===== config.mk =====
export PLATFORM = sky130hd
export DESIGN_NAME = uart_rx
export DESIGN_NICKNAME = d
export VERILOG_FILES = /design/src/rtl/uart_rx.sv
export SDC_FILE = /design/constraint.sdc
export NUM_CORES = 1
export LEC_CHECK = 0
export ABC_AREA = 1
export CAP_MARGIN = 20
export CORE_MARGIN = 2
export CORE_UTILIZATION = 25
export CTS_BUF_LIST = sky130_fd_sc_hd__clkbuf_4 sky130_fd_sc_hd__clkbuf_8
export DETAILED_ROUTE_END_ITERATION = 10
export PLACE_DENSITY = 0.51
export RECOVER_POWER = 50
export REMOVE_ABC_BUFFERS = 1
export SYNTH_ARGS = -nofsm -noshare
export SYNTH_HDL_FRONTEND = slang
export SYNTH_SLANG_ARGS = --single-unit

===== constraint.sdc =====
create_clock -name i_clk -period 1.45 [get_ports i_clk]
set_input_delay 0.435 -clock i_clk [delete_from_list [all_inputs] [get_ports i_clk]]
set_output_delay 0.435 -clock i_clk [all_outputs]
set_load 0.02 [all_outputs]

===== src/rtl/uart_rx.sv =====
// Purpose: 8N1 UART receiver, LSB first, with a 2-FF synchroniser, mid-bit sampling and framing-error/break detection.
// Latency: o_rx_dv rises 9*CLKS_PER_BIT + HALF + 3 (+/-1) clocks after the start-bit falling edge.
// Backpressure: none; the consumer must take o_rx_byte before the next o_rx_dv, at least ~10 bit times later.
module uart_rx #(
  parameter int CLKS_PER_BIT = 87  // legal range 4..255, the bit timer is 8 bits wide
) (
  input  logic       i_clk,
  input  logic       i_rst,
  input  logic       i_rx_serial,
  output logic [7:0] o_rx_byte,
  output logic       o_rx_dv,
  output logic       o_rx_active,
  output logic       o_frame_err
);

  localparam logic [7:0] LAST = 8'(CLKS_PER_BIT - 1);
  localparam logic [7:0] HALF = 8'((CLKS_PER_BIT - 1) / 2);

  typedef enum logic [2:0] {
    IDLE    = 3'd0,
    START   = 3'd1,
    DATA    = 3'd2,
    STOP    = 3'd3,
    CLEANUP = 3'd4
  } state_t;

  logic       rx_meta;
  logic       rx_s;
  state_t     state, state_n;
  logic [7:0] clk_cnt, clk_cnt_n;
  logic [2:0] bit_idx, bit_idx_n;
  logic [7:0] shift, shift_n;
  logic [7:0] rx_byte_n;
  logic       rx_dv_n;
  logic       rx_active_n;
  logic       frame_err_n;

  // Two-stage synchroniser; resets to the idle (high) line level so reset never looks like a start bit.
  always_ff @(posedge i_clk or posedge i_rst) begin
    if (i_rst) begin
      rx_meta <= 1'b1;
      rx_s    <= 1'b1;
    end else begin
      rx_meta <= i_rx_serial;
      rx_s    <= rx_meta;
    end
  end

  // State, counters, shift register and registered outputs.
  always_ff @(posedge i_clk or posedge i_rst) begin
    if (i_rst) begin
      state       <= IDLE;
      clk_cnt     <= 8'd0;
      bit_idx     <= 3'd0;
      shift       <= 8'd0;
      o_rx_byte   <= 8'd0;
      o_rx_dv     <= 1'b0;
      o_rx_active <= 1'b0;
      o_frame_err <= 1'b0;
    end else begin
      state       <= state_n;
      clk_cnt     <= clk_cnt_n;
      bit_idx     <= bit_idx_n;
      shift       <= shift_n;
      o_rx_byte   <= rx_byte_n;
      o_rx_dv     <= rx_dv_n;
      o_rx_active <= rx_active_n;
      o_frame_err <= frame_err_n;
    end
  end

  // Next-state and output logic; strobes default low so each pulse lasts exactly one cycle.
  always_comb begin
    state_n     = state;
    clk_cnt_n   = clk_cnt;
    bit_idx_n   = bit_idx;
    shift_n     = shift;
    rx_byte_n   = o_rx_byte;
    rx_dv_n     = 1'b0;
    frame_err_n = 1'b0;
    rx_active_n = o_rx_active;

    case (state)
      IDLE: begin
        clk_cnt_n = 8'd0;
        bit_idx_n = 3'd0;
        if (!rx_s) begin
          state_n     = START;
          rx_active_n = 1'b1;
        end
      end

      START: begin
        // Re-check the line half a bit in; a short low pulse is treated as a glitch.
        if (clk_cnt == HALF) begin
          clk_cnt_n = 8'd0;
          if (!rx_s) begin
            state_n = DATA;
          end else begin
            state_n     = IDLE;
            rx_active_n = 1'b0;
          end
        end else begin
          clk_cnt_n = clk_cnt + 8'd1;
        end
      end

      DATA: begin
        if (clk_cnt == LAST) begin
          clk_cnt_n        = 8'd0;
          shift_n[bit_idx] = rx_s;
          if (bit_idx == 3'd7) begin
            bit_idx_n = 3'd0;
            state_n   = STOP;
          end else begin
            bit_idx_n = bit_idx + 3'd1;
          end
        end else begin
          clk_cnt_n = clk_cnt + 8'd1;
        end
      end

      STOP: begin
        if (clk_cnt == LAST) begin
          clk_cnt_n   = 8'd0;
          state_n     = CLEANUP;
          rx_active_n = 1'b0;
          if (rx_s) begin
            rx_byte_n = shift;
            rx_dv_n   = 1'b1;
          end else begin
            frame_err_n = 1'b1;
          end
        end else begin
          clk_cnt_n = clk_cnt + 8'd1;
        end
      end

      CLEANUP: begin
        // A held-low line (break) parks here so it cannot be mistaken for a new start bit.
        clk_cnt_n = 8'd0;
        bit_idx_n = 3'd0;
        if (rx_s) begin
          state_n = IDLE;
        end
      end

      default: begin
        state_n     = IDLE;
        clk_cnt_n   = 8'd0;
        bit_idx_n   = 3'd0;
        rx_active_n = 1'b0;
      end
    endcase
  end

endmodule


==> results of run 1 <==
[cells by family after synthesis]
family / after synthesis / share of synthesized area [%]
and+or+nand+nor: 121 / 31.5
DFF: 35 / 52.4
buffers and inverters: 27 / 6.05
AOI/OAI and AO/OA: 17 / 5.45
adders and majority gates: 4 / 2.99
xor gates and xnor gates: 3 / 1.57
[area by class of cell]
cell class	count	area, µm²
inverters	26	100
flip-flops and latches	35	878
multi-input cells	145	732
well taps	77	96.3
clock inverters	3	43.8
repair buffers	30	265
clock buffers	5	68.8
fillers	670	4240
[power breakdown]
group | switching, mW | internal (mW) | total (mW) | leakage, nW
clock | 0.372 | 0.512 | 0.884 | 0.0581
sequential | 0.0863 | 1.07 | 1.15 | 0.473
combinational | 0.612 | 0.354 | 0.967 | 0.568
total | 1.07 | 1.93 | 3.00 | 1.10
[cell usage after synthesis, types with 3 or more instances]
cell type,number,area [µm²]
nor2_1,20,75.1
a21oi_1,3,15.0
nand3_1,19,95.1
dfrtp_1,33,826
ha_1,4,50.1
inv_1,24,90.1
o21ai_0,12,60.1
nor3_1,5,25.0
nand2_1,68,255
[per-layer routing]
| layer | up-vias | share of wire, % | routed length, µm |
|---|---|---|---|
| met2 | 12 | 47 | 1570 |
| met4 | 0 | 2.2 | 74 |
| met1 | 640 | 49 | 1660 |
| met5 | - | 0 | 0 |
| met3 | 6 | 1.8 | 62 |
| li1 | 723 | - | - |
[how the worst max path moves through the flow]
stage	from	end	slack, ns	depth (start not counted)
detailed placement	clk_cnt[0]$_DFF_PP0_	state[1]$_DFFE_PP0P_	-0.01	9
floorplan	clk_cnt[0]$_DFF_PP0_	state[1]$_DFFE_PP0P_	0.05	9
global route	clk_cnt[0]$_DFF_PP0_	o_rx_byte[6]$_DFFE_PP0P_	-0.14	10
finish	clk_cnt[0]$_DFF_PP0_	o_rx_byte[6]$_DFFE_PP0P_	-0.008	10
global placement	clk_cnt[0]$_DFF_PP0_	shift[2]$_DFFE_PP0P_	0.003	9
CTS	clk_cnt[0]$_DFF_PP0_	state[1]$_DFFE_PP0P_	-0.01	9
[critical path, cell delays in order, from the launching register on]
cell and delay, ns:
dfrtp_1 0.38, inv_1 0.06, ha_1 0.13, nand2_1 0.06, nor2_1 0.12, nand2_2 0.11, buf_4 0.16, nor3_4 0.14
buf_12 0.15, nand2_1 0.05, nand2_1 0.05
[metrics by stage]
stage	instance area (µm²)	setup TNS [ns]	setup slack (ns)	std cells
5_1_grt	2180	-2.49	-0.144	321
4_1_cts	2130	-0.0192	-0.0127	319
6_report	2180	-0.0120	-0.00808	321
3_3_place_gp	2030	0	0.00259	310
3_5_place_dp	2030	-0.0119	-0.0102	310
2_1_floorplan	1670	0	0.0482	206
[flip-flops by register name, indices dropped and copies added (netlist names)]
name         flops
rx_meta          1
bit_idx          3
o_rx_active      1
o_rx_byte        8
clk_cnt          8
rx_s             1
o_rx_dv          1
shift            8
state            3
o_frame_err      1
[timing repair]
item	in CTS	in global routing
hold buffers	0	0
hold endpoints to repair	0	0
buffers inserted	1	2
gates resized for setup	11	19
setup endpoints to repair	18	40
pin swaps	0	3
==> flow_summary.toml, run 1 <==
[setup_path]
rr_startpoint = "clk_cnt[0]$_DFF_PP0_"
end_kind = "register"
critPathLaunchType = "register"
crit_type = "register to register"
r2r_cells = 10
crit_fanout = 9
worstPathRequired_ns = 1.68
worstPathArrival_ns = 1.69
worst_r2r_endpoint = "o_rx_byte[6]$_DFFE_PP0P_"
rrSetupSlack_ns = -0.008

[status]
status = "complete, but fails checks"
violations = "negative setup slack"

[floorplanning]
die_area_um2 = 7370
pin_count = 14
start_util_pct = 26.1
core_area_um2 = 6420
num_rows = 29
die_h_um = 85.9
die_x_um = 85.9

[sta]
hold_viol = 0
fin_crit_sh_pct = 101
holdWs_ns = 0.357
maxSlewHeadroom_pct = 46.1
setup_ws_ns = -0.00808
max_freq_ghz = 0.686
min_period_ns = 1.46
setup_violations = 2
rsz0062_at_grt = "yes"
tightest_slew_ns = 0.809
final-max-slew-violation-count = 0
skew_ns = 0.00831

[global_route]
grt-busiest-layer = "met2"
antenna_found_initial = 0
met3_usage_pct = 2.89
grt_pass1_vias = 1383
grt-ovfl-total = 0
grtUsageMet2_pct = 17.3
grt_pass1_wl_mm = 5.96
grt_max_degree = 36
gr-usage-all-layers_pct = 10.3
grtUsageMet1_pct = 12.1

[power]
peakVddDrop_v = 0.000522
p_leak_nw = 1.10
fin_total_pwr_mw = 3.00
p_per_area_nw_per_um2 = 1380

[place]
io_buffer_count = 13
gp_congestion = 0.785
hpwl_mm = 2.34

[logic_synthesis]
synth-seq-cells = 35
ys_seq_area_share_pct = 52.4
synth.distinct_cells = 22
synth.avg_cell_area_um2 = 8.09
yosys_warnings = 0
synth_edf_count = 0
async_reset_ff_share_pct = 100
synthesis.area_um2 = 1680
synthCells = 207
ys.flop_type = "dfrtp_1"

[routing]
routedWlPerCell_um = 10.5
ant_nets = 0
drc = 0
drt_wl_total_mm = 3.37
vias = 1381
drt_pass1_iterations = 6
drtIter0Drc = 46
vias_per_cell = 4.30

[cts]
cts_buffers = 5
clk_latency_ns = 0.29
clkSinkCount = 35
clockBufferDepth = 2
htree_levels = 2
root_buffer = "clkbuf_8"
clk_pin_slew_ns = 0.07
cts_tree = "yes"

[min_path]
hp-class = "register to register"
hold_depth = 0
hold_end = "rx_s$_DFF_PP1_"
hp-start = "rx_meta$_DFF_PP1_"

[cells_and_area]
area_growth_pct = 30.4
finalCoreUtilization_pct = 34.0
layout_common_cells = "nand2_1, dfrtp_1, inv_1"
final_nets = 250
drive_gt1_share_pct = 17.6
mostFrequentLayoutCell = "nand2_1"
diodes = 0

[run]
drv_cap = 0
Power figures use the tool's default switching activity.
==> run 2: changes to the inputs <==
Settings changed: CORE_MARGIN 2 to 3, PLACE_DENSITY 0.51 to 0.5.
Clock period 1.45 ns to 1.61 ns, I/O delays scaled along.
==> run 2 against run 1 <==
Compared with the run above: the flow now finishes without violations; worst setup slack improved by 0.074 ns; register-to-register slack better by 0.07 ns; maximum frequency fell by 5.6%; hold slack about the same; clock skew shrank 0.0046 ns; combinational power down 20%; clock power down 28%; largest cell class unchanged; cell area is 3.4% lower; die area grew 4.7%; sequential power is 8% lower; global-route usage shrank 1.3 points; sequential share of layout area grew 1.4 points.
==> flow_summary.toml, run 2 (synthesis gave the netlist of run 1 again) <==
[status]
status = "finished clean"

[routing]
vias_per_cell = 4.33
routedWlPerCell_um = 10.4
drt_pass1_iterations = 4
drtIter0Drc = 33
drt_wl_total_mm = 3.26
ant_nets = 0
drc = 0
vias = 1354

[setup_path]
slowest_stage = "dfrtp_1"
end_kind = "register"
rr_startpoint = "clk_cnt[0]$_DFF_PP0_"
crit_type = "register to register"
r2r_cells = 9
critPathLaunchType = "register"
critical_path.endpoint = "shift[4]$_DFFE_PP0P_"
worstPathArrival_ns = 1.72
rrSetupSlack_ns = 0.07
crit_chain = "inv_1, ha_2, nand2_2, nor2_4, nand2_4, nor2_4, nand3_2, nand2_2, o21ai_2"
worst_r2r_endpoint = "shift[4]$_DFFE_PP0P_"
crit_path_max_incr_delay_ns = 0.41
worstPathRequired_ns = 1.78
crit_path_start = "clk_cnt[0]$_DFF_PP0_"
crit_fanout = 8

[sta]
setup_violations = 0
rsz0062_at_grt = "yes"
skew_ns = 0.00371
max_freq_ghz = 0.648
hold_viol = 0
fin_crit_sh_pct = 95.9
final-max-slew-violation-count = 0
maxSlewHeadroom_pct = 42.5
min_period_ns = 1.54
tightest_slew_ns = 0.862

[power]
p_per_area_nw_per_um2 = 1170
peakVddDrop_v = 0.000382
fin_total_pwr_mw = 2.47
p_leak_nw = 1.08

[cells_and_area]
area_growth_pct = 25.9
finalCoreUtilization_pct = 32.8
top_regs = "clk_cnt (8), o_rx_byte (8), shift (8)"
drive_gt1_share_pct = 17.8
final_nets = 242
layout_common_cells = "nand2_1, dfrtp_1, inv_1"
mostFrequentLayoutCell = "nand2_1"
diodes = 0

[global_route]
grt_max_degree = 36
gr-usage-all-layers_pct = 9.06
grt_pass1_vias = 1240
grt-ovfl-total = 0
antenna_found_initial = 0
grt_pass1_wl_mm = 5.58

[min_path]
hp-class = "register to register"

[floorplanning]
die_x_um = 87.9
pin_count = 14
core_area_um2 = 6420
die_h_um = 87.9
start_util_pct = 26.1
die_area_um2 = 7720
num_rows = 29

[cts]
htree_levels = 2
root_buffer = "clkbuf_8"
clockBufferDepth = 2
clkSinkCount = 35
cts_buffers = 5
clk_latency_ns = 0.28
clk_pin_slew_ns = 0.07
cts_tree = "yes"

[run]
drv_cap = 0

[place]
hpwl_mm = 2.28
io_buffer_count = 13
gp_congestion = 0.732
-- run 2: stage by stage --
stage | setup TNS (ns) | instance area, µm² | setup WS, ns | instances | hold slack [ns]
CTS | 0 | 2040 | 0.0796 | 310 | 0.358
finish | 0 | 2110 | 0.0659 | 313 | 0.356
detailed placement | -0.0118 | 1960 | -0.00884 | 302 | 0.347
global placement | -0.0219 | 1960 | -0.00703 | 302 | 0.347
floorplan | 0 | 1670 | 0.208 | 206 | 0.345
global route | -0.357 | 2110 | -0.0653 | 313 | 0.359
-- run 2: per-layer routing --
| metal | part of all wire, % | GRT usage [%] | vias up |
|---|---|---|---|
| met5 | 0 | 0 | - |
| met4 | 1.0 | 4.18 | 0 |
| met3 | 2.5 | 2.26 | 4 |
| met2 | 45 | 13.2 | 16 |
| met1 | 51 | 12.6 | 628 |
| li1 | - | - | 706 |
-- run 2: how the worst min path moves through the flow --
stage / from / endpoint / slack (ns) / cells after the start
2_1_floorplan: rx_meta$_DFF_PP1_ / rx_s$_DFF_PP1_ / 0.35 / 0
6_report: rx_meta$_DFF_PP1_ / rx_s$_DFF_PP1_ / 0.36 / 0
5_1_grt: rx_meta$_DFF_PP1_ / rx_s$_DFF_PP1_ / 0.36 / 0
4_1_cts: rx_meta$_DFF_PP1_ / rx_s$_DFF_PP1_ / 0.36 / 0
3_3_place_gp: rx_meta$_DFF_PP1_ / rx_s$_DFF_PP1_ / 0.35 / 0
3_5_place_dp: rx_meta$_DFF_PP1_ / rx_s$_DFF_PP1_ / 0.35 / 0
-- run 2: power by group --
| part | switching [mW] | total [mW] | leakage [nW] | internal [mW] |
|---|---|---|---|---|
| Combinational | 0.503 | 0.776 | 0.559 | 0.274 |
| Sequential | 0.0948 | 1.06 | 0.473 | 0.963 |
| Clock | 0.297 | 0.634 | 0.0491 | 0.337 |
-- run 2: timing repair --
| item | CTS | global route |
|---|---|---|
| hold buffers | 0 | 0 |
| pin swaps | 0 | 6 |
| endpoints found under the setup margin | 19 | 17 |
| endpoints found under the hold margin | 0 | 0 |
| setup buffers | 0 | 3 |
| resized for setup | 12 | 17 |
-- run 2: cell type report --
class / count / area, µm²
clock inverters: 1 / 5.00
clock buffers: 7 / 83.8
inverters: 26 / 97.6
multi-input cells: 145 / 767
well taps: 77 / 96.3
repair buffers: 22 / 181
fillers: 686 / 4310
flip-flops and latches: 35 / 878
-- run 2: worst max-delay path, delay by kind of cell, from the launching register on --
family	cells	cell delay (ns)
AOI/OAI and AO/OA	1	0.05
adders and majority gates	1	0.16
DFF	1	0.41
and+or+nand+nor	6	0.74
buffers and inverters	1	0.07
==> run 3: changes to the inputs <==
Settings changed: CTS_BUF_LIST sky130_fd_sc_hd__clkbuf_4 sky130_fd_sc_hd__clkbuf_8 to not set, PLACE_DENSITY 0.5 to not set, PLACE_DENSITY_LB_ADDON set to 0.12.
Clock period 1.61 ns to 1.7 ns, I/O delays scaled along.
==> run 3 against run 2 <==
Compared with the run above: highest routed layer unchanged; worst setup slack better by 0.089 ns; die area stayed put; via count is 2.1% lower; combinational power is 8.0% lower; maximum frequency hardly changed; utilization is 0.80 points lower; count of clock-buffer cells in the layout is 1 lower; cell area is 2.4% lower; clock power is 23% higher; largest cell class unchanged.
==> flow_summary.toml, run 3 (synthesis gave the netlist of run 1 again) <==
[status]
status = "finished clean"

[cts]
root_buffer = "clkbuf_8"
hold_buffers = 0
clockBufferDepth = 2
cts_buffers = 5
clk_pin_slew_ns = 0.07
cts_tree = "yes"
clk_latency_ns = 0.29
cts_setup_buffers = 0
clkSinkCount = 35
htree_levels = 2

[routing]
routedWlPerCell_um = 11.1
drtIter0Drc = 107
vias_per_cell = 4.29
drt_pass1_iterations = 4
ant_nets = 0
drt_wl_total_mm = 3.42
drc = 0
vias = 1325

[cells_and_area]
design_area_um2 = 2060
layout_common_cells = "nand2_1, dfrtp_1, inv_1"
final_nets = 238
drive_gt1_share_pct = 11.6
mostFrequentLayoutCell = "nand2_1"
top_regs = "clk_cnt (8), o_rx_byte (8), shift (8)"
diodes = 0
area_growth_pct = 22.9

[sta]
max_freq_ghz = 0.647
fin_crit_sh_pct = 90.9
rsz0062_at_grt = "yes"
setup_violations = 0
hold_viol = 0
maxSlewHeadroom_pct = 42.5
tightest_slew_ns = 0.862
skew_ns = 0.00790
holdWs_ns = 0.359
final-max-slew-violation-count = 0
min_period_ns = 1.55
final.setup.tns_ns = 0

[min_path]
hp-class = "register to register"

[setup_path]
crit_fanout = 8
end_kind = "register"
worstPathRequired_ns = 1.86
worstPathArrival_ns = 1.71
crit_type = "register to register"
critPathLaunchType = "register"
rrSetupSlack_ns = 0.15

[floorplanning]
pin_count = 14
core_area_um2 = 6420
num_rows = 29
die_h_um = 87.9
start_util_pct = 26.1
die_x_um = 87.9
die_area_um2 = 7720

[place]
placed_area_um2 = 1950
gp_congestion = 0.812
io_buffer_count = 13
hpwl_mm = 2.40

[global_route]
gr-usage-all-layers_pct = 9.97
antenna_found_initial = 0
grt_pass1_vias = 1269
grt-ovfl-total = 0
grt_pass1_wl_mm = 5.89
grt_max_degree = 36

[power]
fin_total_pwr_mw = 2.50
peakVddDrop_v = 0.000548
p_leak_nw = 1.07
p_per_area_nw_per_um2 = 1210

[run]
drv_cap = 0
[run 3: where the power goes]
part           switching (mW)  internal [mW]  leakage, nW  total, mW
clock                   0.305          0.474       0.0612      0.780
sequential             0.0928          0.911        0.473       1.00
combinational           0.475          0.239        0.537      0.714
[run 3: repair_timing]
action | in CTS | in global routing
gates resized for setup | 11 | 4
setup endpoints to repair | 11 | 11
pin swaps | 0 | 2
[run 3: path summary, 6_finish.rpt]
| path | start | endpoint | depth (start not counted) |
|---|---|---|---|
| hold reg to reg | rx_meta$_DFF_PP1_ | rx_s$_DFF_PP1_ | 0 |
| min in group asynchronous | i_rst | clk_cnt[3]$_DFF_PP0_ | 3 |
| hold / removal | rx_meta$_DFF_PP1_ | rx_s$_DFF_PP1_ | 0 |
| max in group asynchronous | i_rst | state[2]$_DFFE_PP0P_ | 3 |
| setup / recovery | clk_cnt[0]$_DFF_PP0_ | shift[6]$_DFFE_PP0P_ | 9 |
| setup reg to reg | clk_cnt[0]$_DFF_PP0_ | shift[6]$_DFFE_PP0P_ | 9 |
[run 3: layer usage]
layer | part of all wire (%) | GRT usage [%] | wire, µm | vias to the layer above
li1 | - | - | - | 701
met1 | 52 | 13.6 | 1760 | 596
met2 | 42 | 14.1 | 1440 | 19
met4 | 2.5 | 5.44 | 85 | 0
met3 | 3.7 | 2.82 | 127 | 9
met5 | 0 | 0 | 0 | -
[run 3: worst max-delay path, cell delays in order, from the launching register on]
cell and delay, ns:
dfrtp_1 0.40, inv_1 0.07, ha_1 0.13, nand2_1 0.06, nor2_1 0.13, nand2_2 0.14, nor2_4 0.23, nand3_1 0.12
nand2_1 0.07, o21ai_0 0.08
[run 3: area by class of cell]
type,count,area [µm²]
fillers,682,4360
clock inverters,2,35.0
repair buffers,18,151
clock buffers,6,82.6
multi-input cells,145,717
inverters,26,97.6
flip-flops and latches,35,878
well taps,77,96.3
[run 3: stage by stage]
| step | utilization [%] | setup WS, ns | cells |
|---|---|---|---|
| global route | 32.0 | -0.00428 | 309 |
| detailed placement | 30.3 | 0.0408 | 301 |
| floorplan | - | 0.298 | 206 |
| finish | 32.0 | 0.155 | 309 |
| global placement | 30.3 | 0.0715 | 301 |
| CTS | 32.0 | 0.0234 | 309 |
